$ cat src/rtl/sample_serializer_if.sv
// Sample-in / nibble-out bus of the sample serializer.
// The slave modport is the serializer's view; the master is the sample
// source plus the downstream nibble sink.
interface sample_serializer_if;
  logic        Vld;
  logic [11:0] Din;
  logic        OutRdy;
  logic        OutVld;
  logic [3:0]  Dout;
  logic        Sof;
  logic [4:0]  Level;
  logic        Ovf;

  modport master (output Vld, Din, OutRdy,
                  input  OutVld, Dout, Sof, Level, Ovf);
  modport slave  (input  Vld, Din, OutRdy,
                  output OutVld, Dout, Sof, Level, Ovf);
endinterface

$ cat src/rtl/sample_serializer.sv
// NCO sample serializer.
// A DEPTH x 12 circular FIFO buffers samples. A 4-state FSM pops one sample
// at a time into a holding register and presents it as three nibbles,
// MSB nibble first. All outputs come straight from registers.
module sample_serializer #(
  parameter int DEPTH = 8
) (
  input  logic               clk,
  input  logic               rst,
  sample_serializer_if.slave bus
);
  localparam int             AW   = $clog2(DEPTH);
  localparam logic [4:0]     FULL = 5'(DEPTH);
  localparam logic [AW-1:0]  ONE  = AW'(1);

  typedef enum logic [1:0] {IDLE, N2, N1, N0} state_t;

  logic [11:0]   mem_q [DEPTH];
  logic [AW-1:0] wptr_q, wptr_d, rptr_q, rptr_d;
  logic [4:0]    level_q, level_d;
  logic          ovf_q, ovf_d;
  state_t        state_q;
  logic [11:0]   hold_q;
  logic          outvld_q, sof_q;
  logic [3:0]    dout_q;
  logic          pop, wr;
  logic [11:0]   head;

  assign head = mem_q[rptr_q];

  // Pop/write decisions and next-state of pointers, occupancy and overflow.
  // A pop uses only registered occupancy, so a sample written this edge is
  // never visible to the reader until the next one.
  always_comb begin
    pop     = (level_q != 5'd0) &&
              ((state_q == IDLE) || ((state_q == N0) && bus.OutRdy));
    wr      = bus.Vld && ((level_q != FULL) || pop);
    wptr_d  = wr  ? wptr_q + ONE : wptr_q;
    rptr_d  = pop ? rptr_q + ONE : rptr_q;
    level_d = level_q;
    case ({wr, pop})
      2'b10:   level_d = level_q + 5'd1;
      2'b01:   level_d = level_q - 5'd1;
      default: level_d = level_q;
    endcase
    ovf_d   = ovf_q | (bus.Vld & ~wr);
  end

  // FIFO bookkeeping registers.
  always_ff @(posedge clk) begin
    if (rst) begin
      wptr_q  <= '0;
      rptr_q  <= '0;
      level_q <= '0;
      ovf_q   <= 1'b0;
    end else begin
      wptr_q  <= wptr_d;
      rptr_q  <= rptr_d;
      level_q <= level_d;
      ovf_q   <= ovf_d;
    end
  end

  // Sample storage; contents are defined by the pointers, so no reset.
  always_ff @(posedge clk) begin
    if (wr && !rst) mem_q[wptr_q] <= bus.Din;
  end

  // Serializer FSM with registered OutVld/Sof/Dout.
  always_ff @(posedge clk) begin
    if (rst) begin
      state_q  <= IDLE;
      hold_q   <= '0;
      outvld_q <= 1'b0;
      sof_q    <= 1'b0;
      dout_q   <= '0;
    end else begin
      case (state_q)
        IDLE: if (pop) begin
          hold_q   <= head;
          state_q  <= N2;
          outvld_q <= 1'b1;
          sof_q    <= 1'b1;
          dout_q   <= head[11:8];
        end
        N2: if (bus.OutRdy) begin
          state_q <= N1;
          sof_q   <= 1'b0;
          dout_q  <= hold_q[7:4];
        end
        N1: if (bus.OutRdy) begin
          state_q <= N0;
          dout_q  <= hold_q[3:0];
        end
        N0: if (bus.OutRdy) begin
          if (pop) begin
            // Back-to-back: next sample's MSB nibble follows with no bubble.
            hold_q  <= head;
            state_q <= N2;
            sof_q   <= 1'b1;
            dout_q  <= head[11:8];
          end else begin
            state_q  <= IDLE;
            outvld_q <= 1'b0;
            sof_q    <= 1'b0;
            dout_q   <= '0;
          end
        end
        default: state_q <= IDLE;
      endcase
    end
  end

  assign bus.OutVld = outvld_q;
  assign bus.Sof    = sof_q;
  assign bus.Dout   = dout_q;
  assign bus.Level  = level_q;
  assign bus.Ovf    = ovf_q;
endmodule

$ cat src/flat_wrapper.sv
// flat-port wrapper written by rule: the top's interface ports become plain ports
module sample_serializer_flat 
#(
  parameter int DEPTH = 8
)
  (clk, rst, bus_Vld, bus_Din, bus_OutRdy, bus_OutVld, bus_Dout, bus_Sof, bus_Level, bus_Ovf);
  sample_serializer_if bus_i ();
  input  logic clk;
  input  logic rst;
  input wire logic [$bits(bus_i.Vld)-1:0] bus_Vld;
  input wire logic [$bits(bus_i.Din)-1:0] bus_Din;
  input wire logic [$bits(bus_i.OutRdy)-1:0] bus_OutRdy;
  output wire logic [$bits(bus_i.OutVld)-1:0] bus_OutVld;
  output wire logic [$bits(bus_i.Dout)-1:0] bus_Dout;
  output wire logic [$bits(bus_i.Sof)-1:0] bus_Sof;
  output wire logic [$bits(bus_i.Level)-1:0] bus_Level;
  output wire logic [$bits(bus_i.Ovf)-1:0] bus_Ovf;
  assign bus_i.Vld = bus_Vld;
  assign bus_i.Din = bus_Din;
  assign bus_i.OutRdy = bus_OutRdy;
  assign bus_OutVld = bus_i.OutVld;
  assign bus_Dout = bus_i.Dout;
  assign bus_Sof = bus_i.Sof;
  assign bus_Level = bus_i.Level;
  assign bus_Ovf = bus_i.Ovf;
  sample_serializer #(.DEPTH(DEPTH)) u_core (.clk(clk), .rst(rst), .bus(bus_i));
endmodule
$ cat config.mk
export PLATFORM = sky130hd
export DESIGN_NAME = sample_serializer_flat
export DESIGN_NICKNAME = d
export VERILOG_FILES = /design/src/rtl/sample_serializer_if.sv /design/src/rtl/sample_serializer.sv /design/src/flat_wrapper.sv
export SDC_FILE = /design/constraint.sdc
export NUM_CORES = 1
export LEC_CHECK = 0
export BUFFER_PORTS_ARGS = -buffer_cell sky130_fd_sc_hd__buf_4
export CORE_UTILIZATION = 60
export CTS_CLUSTER_DIAMETER = 200
export DETAILED_ROUTE_END_ITERATION = 10
export PLACE_DENSITY_LB_ADDON = 0.2
export SLEW_MARGIN = 20
export SYNTH_ARGS = -nofsm -noshare
export SYNTH_HDL_FRONTEND = slang
export SYNTH_SLANG_ARGS = --single-unit
$ cat constraint.sdc
create_clock -name clk -period 3.25 [get_ports clk]
set_input_delay 0.1625 -clock clk [delete_from_list [all_inputs] [get_ports clk]]
set_output_delay 0.1625 -clock clk [all_outputs]
set_load 0.05 [all_outputs]
==> flow_summary.json <==
{
  "clk_latency_ps": 530,
  "htree_num_levels": 4,
  "power.switching_uw": 1820,
  "p_comb_frac": 0.297,
  "hold_path.class": "input port to flip-flop",
  "power_uw": 5540,
  "tightest_slew_ps": 690,
  "highest_layer": "met4",
  "pwr-share-clk": 0.329,
  "via_per_inst": 5.96,
  "wirelength_mm": 10.3,
  "dieArea_sq_um": 9000,
  "slew_headroom": 0.539,
  "grt_overflow_total": 0,
  "yosysMostFrequentCell": "edfxtp_1",
  "status": "finished, final reports clean",
  "cts-root-buf": "clkbuf_8",
  "report.final.slew_viol_count": 0,
  "finalSetupViolCount": 0,
  "portBuffers": 27,
  "cts_tree": "done",
  "worstSetupPathType": "flip-flop to flip-flop",
  "fin_crit_ps": 2730,
  "synth_area_leaders": "edfxtp_1 (56%), dfxtp_1 (12%), mux4_2 (10%)",
  "dr_wl_met3_um": 679,
  "leakage_uw": 0.00220,
  "yosys.area.top_type_share": 0.557,
  "crit_path_cell_trace": "ha_1 -> a21oi_1 -> a211oi_1 -> buf_4 -> inv_1 -> fa_1 -> nor2b_1 -> o21ai_0 -> a32oi_1 -> mux2_2",
  "path_clk_slew_ps": 60,
  "synth_ff_type": "edfxtp_1",
  "die_width_um": 94.9,
  "worst_setup_path_start_kind": "flip-flop",
  "grt_antenna_before_repair": 0,
  "cp_max_fo": 9,
  "synth_fp_nets": 345,
  "dpl.hpwl_mm": 6.35,
  "p_int_uw": 3720,
  "cts_buffers": 17,
  "arrival_ps": 3140,
  "place_ws_ps": 532,
  "cts_setup_buffers": 0,
  "netlist_area_sq_um": 5180,
  "drive_gt1_frac": 0.274,
  "min_period_over_period": 0.839,
  "finalClockSkew_ps": 12.7,
  "die_h_um": 94.9,
  "power_frac_seq": 0.374,
  "area_delta_synth_final_pct": 21.5,
  "num_rows": 33,
  "drt-met1-wl_mm": 4.22,
  "rsz0062_at_grt": "no",
  "hold_viol_final": 0,
  "synth_edf_count": 96,
  "ir_worst_vdd_mv": 0.522,
  "cp.required_ps": 3660,
  "avgSynthCellArea_sq_um": 16.3,
  "core-area_sq_um": 8300,
  "grt_usage": 0.252,
  "grt_start_max_net_pins": 26,
  "switching_share": 0.328,
  "cp_slowest_cell": "dfxtp_1",
  "wl_met2_mm": 5.11,
  "synth_commonest_cells": "edfxtp_1 (96), dfxtp_1 (31), mux4_2 (24)",
  "max_freq_ghz": 0.367,
  "cts_buffer_depth": 2,
  "tns_ps": 0,
  "synth_area_leader_cell": "edfxtp_1",
  "routedWlPerCell_um": 20.7,
  "yosysUniqueCellTypes": 42,
  "seq_area_frac_synth": 0.677,
  "drt-initial-drc-count": 148,
  "numClockSinks": 127,
  "diodes": 0,
  "io_pins": 28,
  "vias": 2956,
  "first_pass_iters": 4,
  "initial_core_util": 0.624,
  "nets": 405,
  "nFillCells": 471,
  "ant_nets": 0,
  "ys.warnings.count": 0,
  "cap_violations": 0,
  "drc_errors": 0,
  "finalWeightedCongestion": 0.821,
  "synth_seq_cells": 127,
  "synthesis.instances": 318,
  "grt_first_pass_wirelength_mm": 15.6,
  "cp-end-kind": "flip-flop",
  "p_per_area_nw_per_um2": 881,
  "grt_pass1_vias": 2983,
  "slowest_delay_ps": 420,
  "synth-async-reset-ratio": 0,
  "setup_ws_ps": 523
}
-- critical path: cells and delay by family, from the launching register on --
| family | cells | cell delay, ps |
|---|---|---|
| fa+ha+maj | 2 | 770 |
| buf+inv | 2 | 240 |
| mux | 1 | 350 |
| flops | 1 | 420 |
| simple gates | 1 | 170 |
| compound gates | 4 | 670 |
-- per-stage QoR --
step	instances	util	area [sq um]	hold WS [ps]
2_1_floorplan	318	-	5180	261
3_3_place_gp	449	0.670	5560	393
3_5_place_dp	449	0.670	5560	398
4_1_cts	496	0.758	6290	19.1
5_1_grt	496	0.758	6290	55.8
6_report	496	0.758	6290	45.1
-- sequential cells by signal (all words and copies together) (netlist names), 2 cells and up, named ones only --
| signal | count |
|---|---|
| u_core.mem_q | 96 |
| u_core.hold_q | 8 |
| u_core.bus.Level | 5 |
| u_core.bus.Dout | 4 |
| u_core.rptr_q | 3 |
| u_core.wptr_q | 3 |
| u_core.state_q | 2 |
-- final cells by class --
cell class                 instances  area, sq um  share of cell area
tap                              105          131              0.0209
clock inverter                    14          160              0.0255
sequential                       127         3500               0.557
multi-input combinational        167         1590               0.252
timing repair buffer              56          458              0.0728
clock buffer                      18          418              0.0664
inverter                           9         33.8             0.00537
-- final timing paths --
kind,cells past startpoint,start,slack [ps],endpoint
worst min register to register,1,u_core.hold_q[2],480,u_core.hold_q[2]
worst max-delay path,10,u_core.state_q[0],520,u_core.bus.Level[4]
worst max register to register,10,u_core.state_q[0],520,u_core.bus.Level[4]
worst min-delay path,3,bus_OutRdy,50,u_core.bus.Sof
-- cells by family (layout without fill, tap and decap cells) --
group / count (synthesis) / count (layout) / share of synthesized area
buffers and inverters: 24 / 97 / 0.0193
muxes: 44 / 44 / 0.145
adders and majority gates: 11 / 11 / 0.0280
and+or+nand+nor: 48 / 48 / 0.0452
AOI/OAI and AO/OA: 59 / 59 / 0.0776
xor gates and xnor gates: 5 / 5 / 0.00846
DFF: 127 / 127 / 0.677
-- power groups by stage --
stage / Sequential (uW) / Combinational (uW) / Clock [uW]
2_1_floorplan: 2220 / 1090 / 0
3_3_place_gp: 2090 / 1590 / 0
3_5_place_dp: 2100 / 1610 / 0
4_1_cts: 2070 / 1650 / 1830
5_1_grt: 2100 / 1790 / 1900
6_report: 2070 / 1650 / 1820
-- repair_timing --
item | CTS | global route
resized for setup | 0 | 0
hold endpoints to repair | 101 | 0
hold buffers | 15 | 0
-- cell usage in the layout, fill, tap and decap left out, types with 4 or more instances in the layout --
cell and instances:
buf_4 41, edfxtp_1 96, clkinv_4 4, dfxtp_1 31, o21ai_0 13, dlygate4sd3_1 15
a211oi_1 4, nand3_1 4, mux2i_1 13, clkinvlp_4 4, o2bb2ai_1 8, a21oi_1 12
o21a_1 5, mux4_2 24, nor2_1 20, clkbuf_16 16, inv_1 9, mux2_2 7
a22oi_1 4, nand2_1 10, ha_1 10
-- routing by layer --
layer | track usage | vias up
li1 | - | 1381
met2 | 0.394 | 95
met5 | 0 | -
met1 | 0.322 | 1458
met4 | 0.116 | 0
met3 | 0.0813 | 22
(Power assumes the default switching activity.)
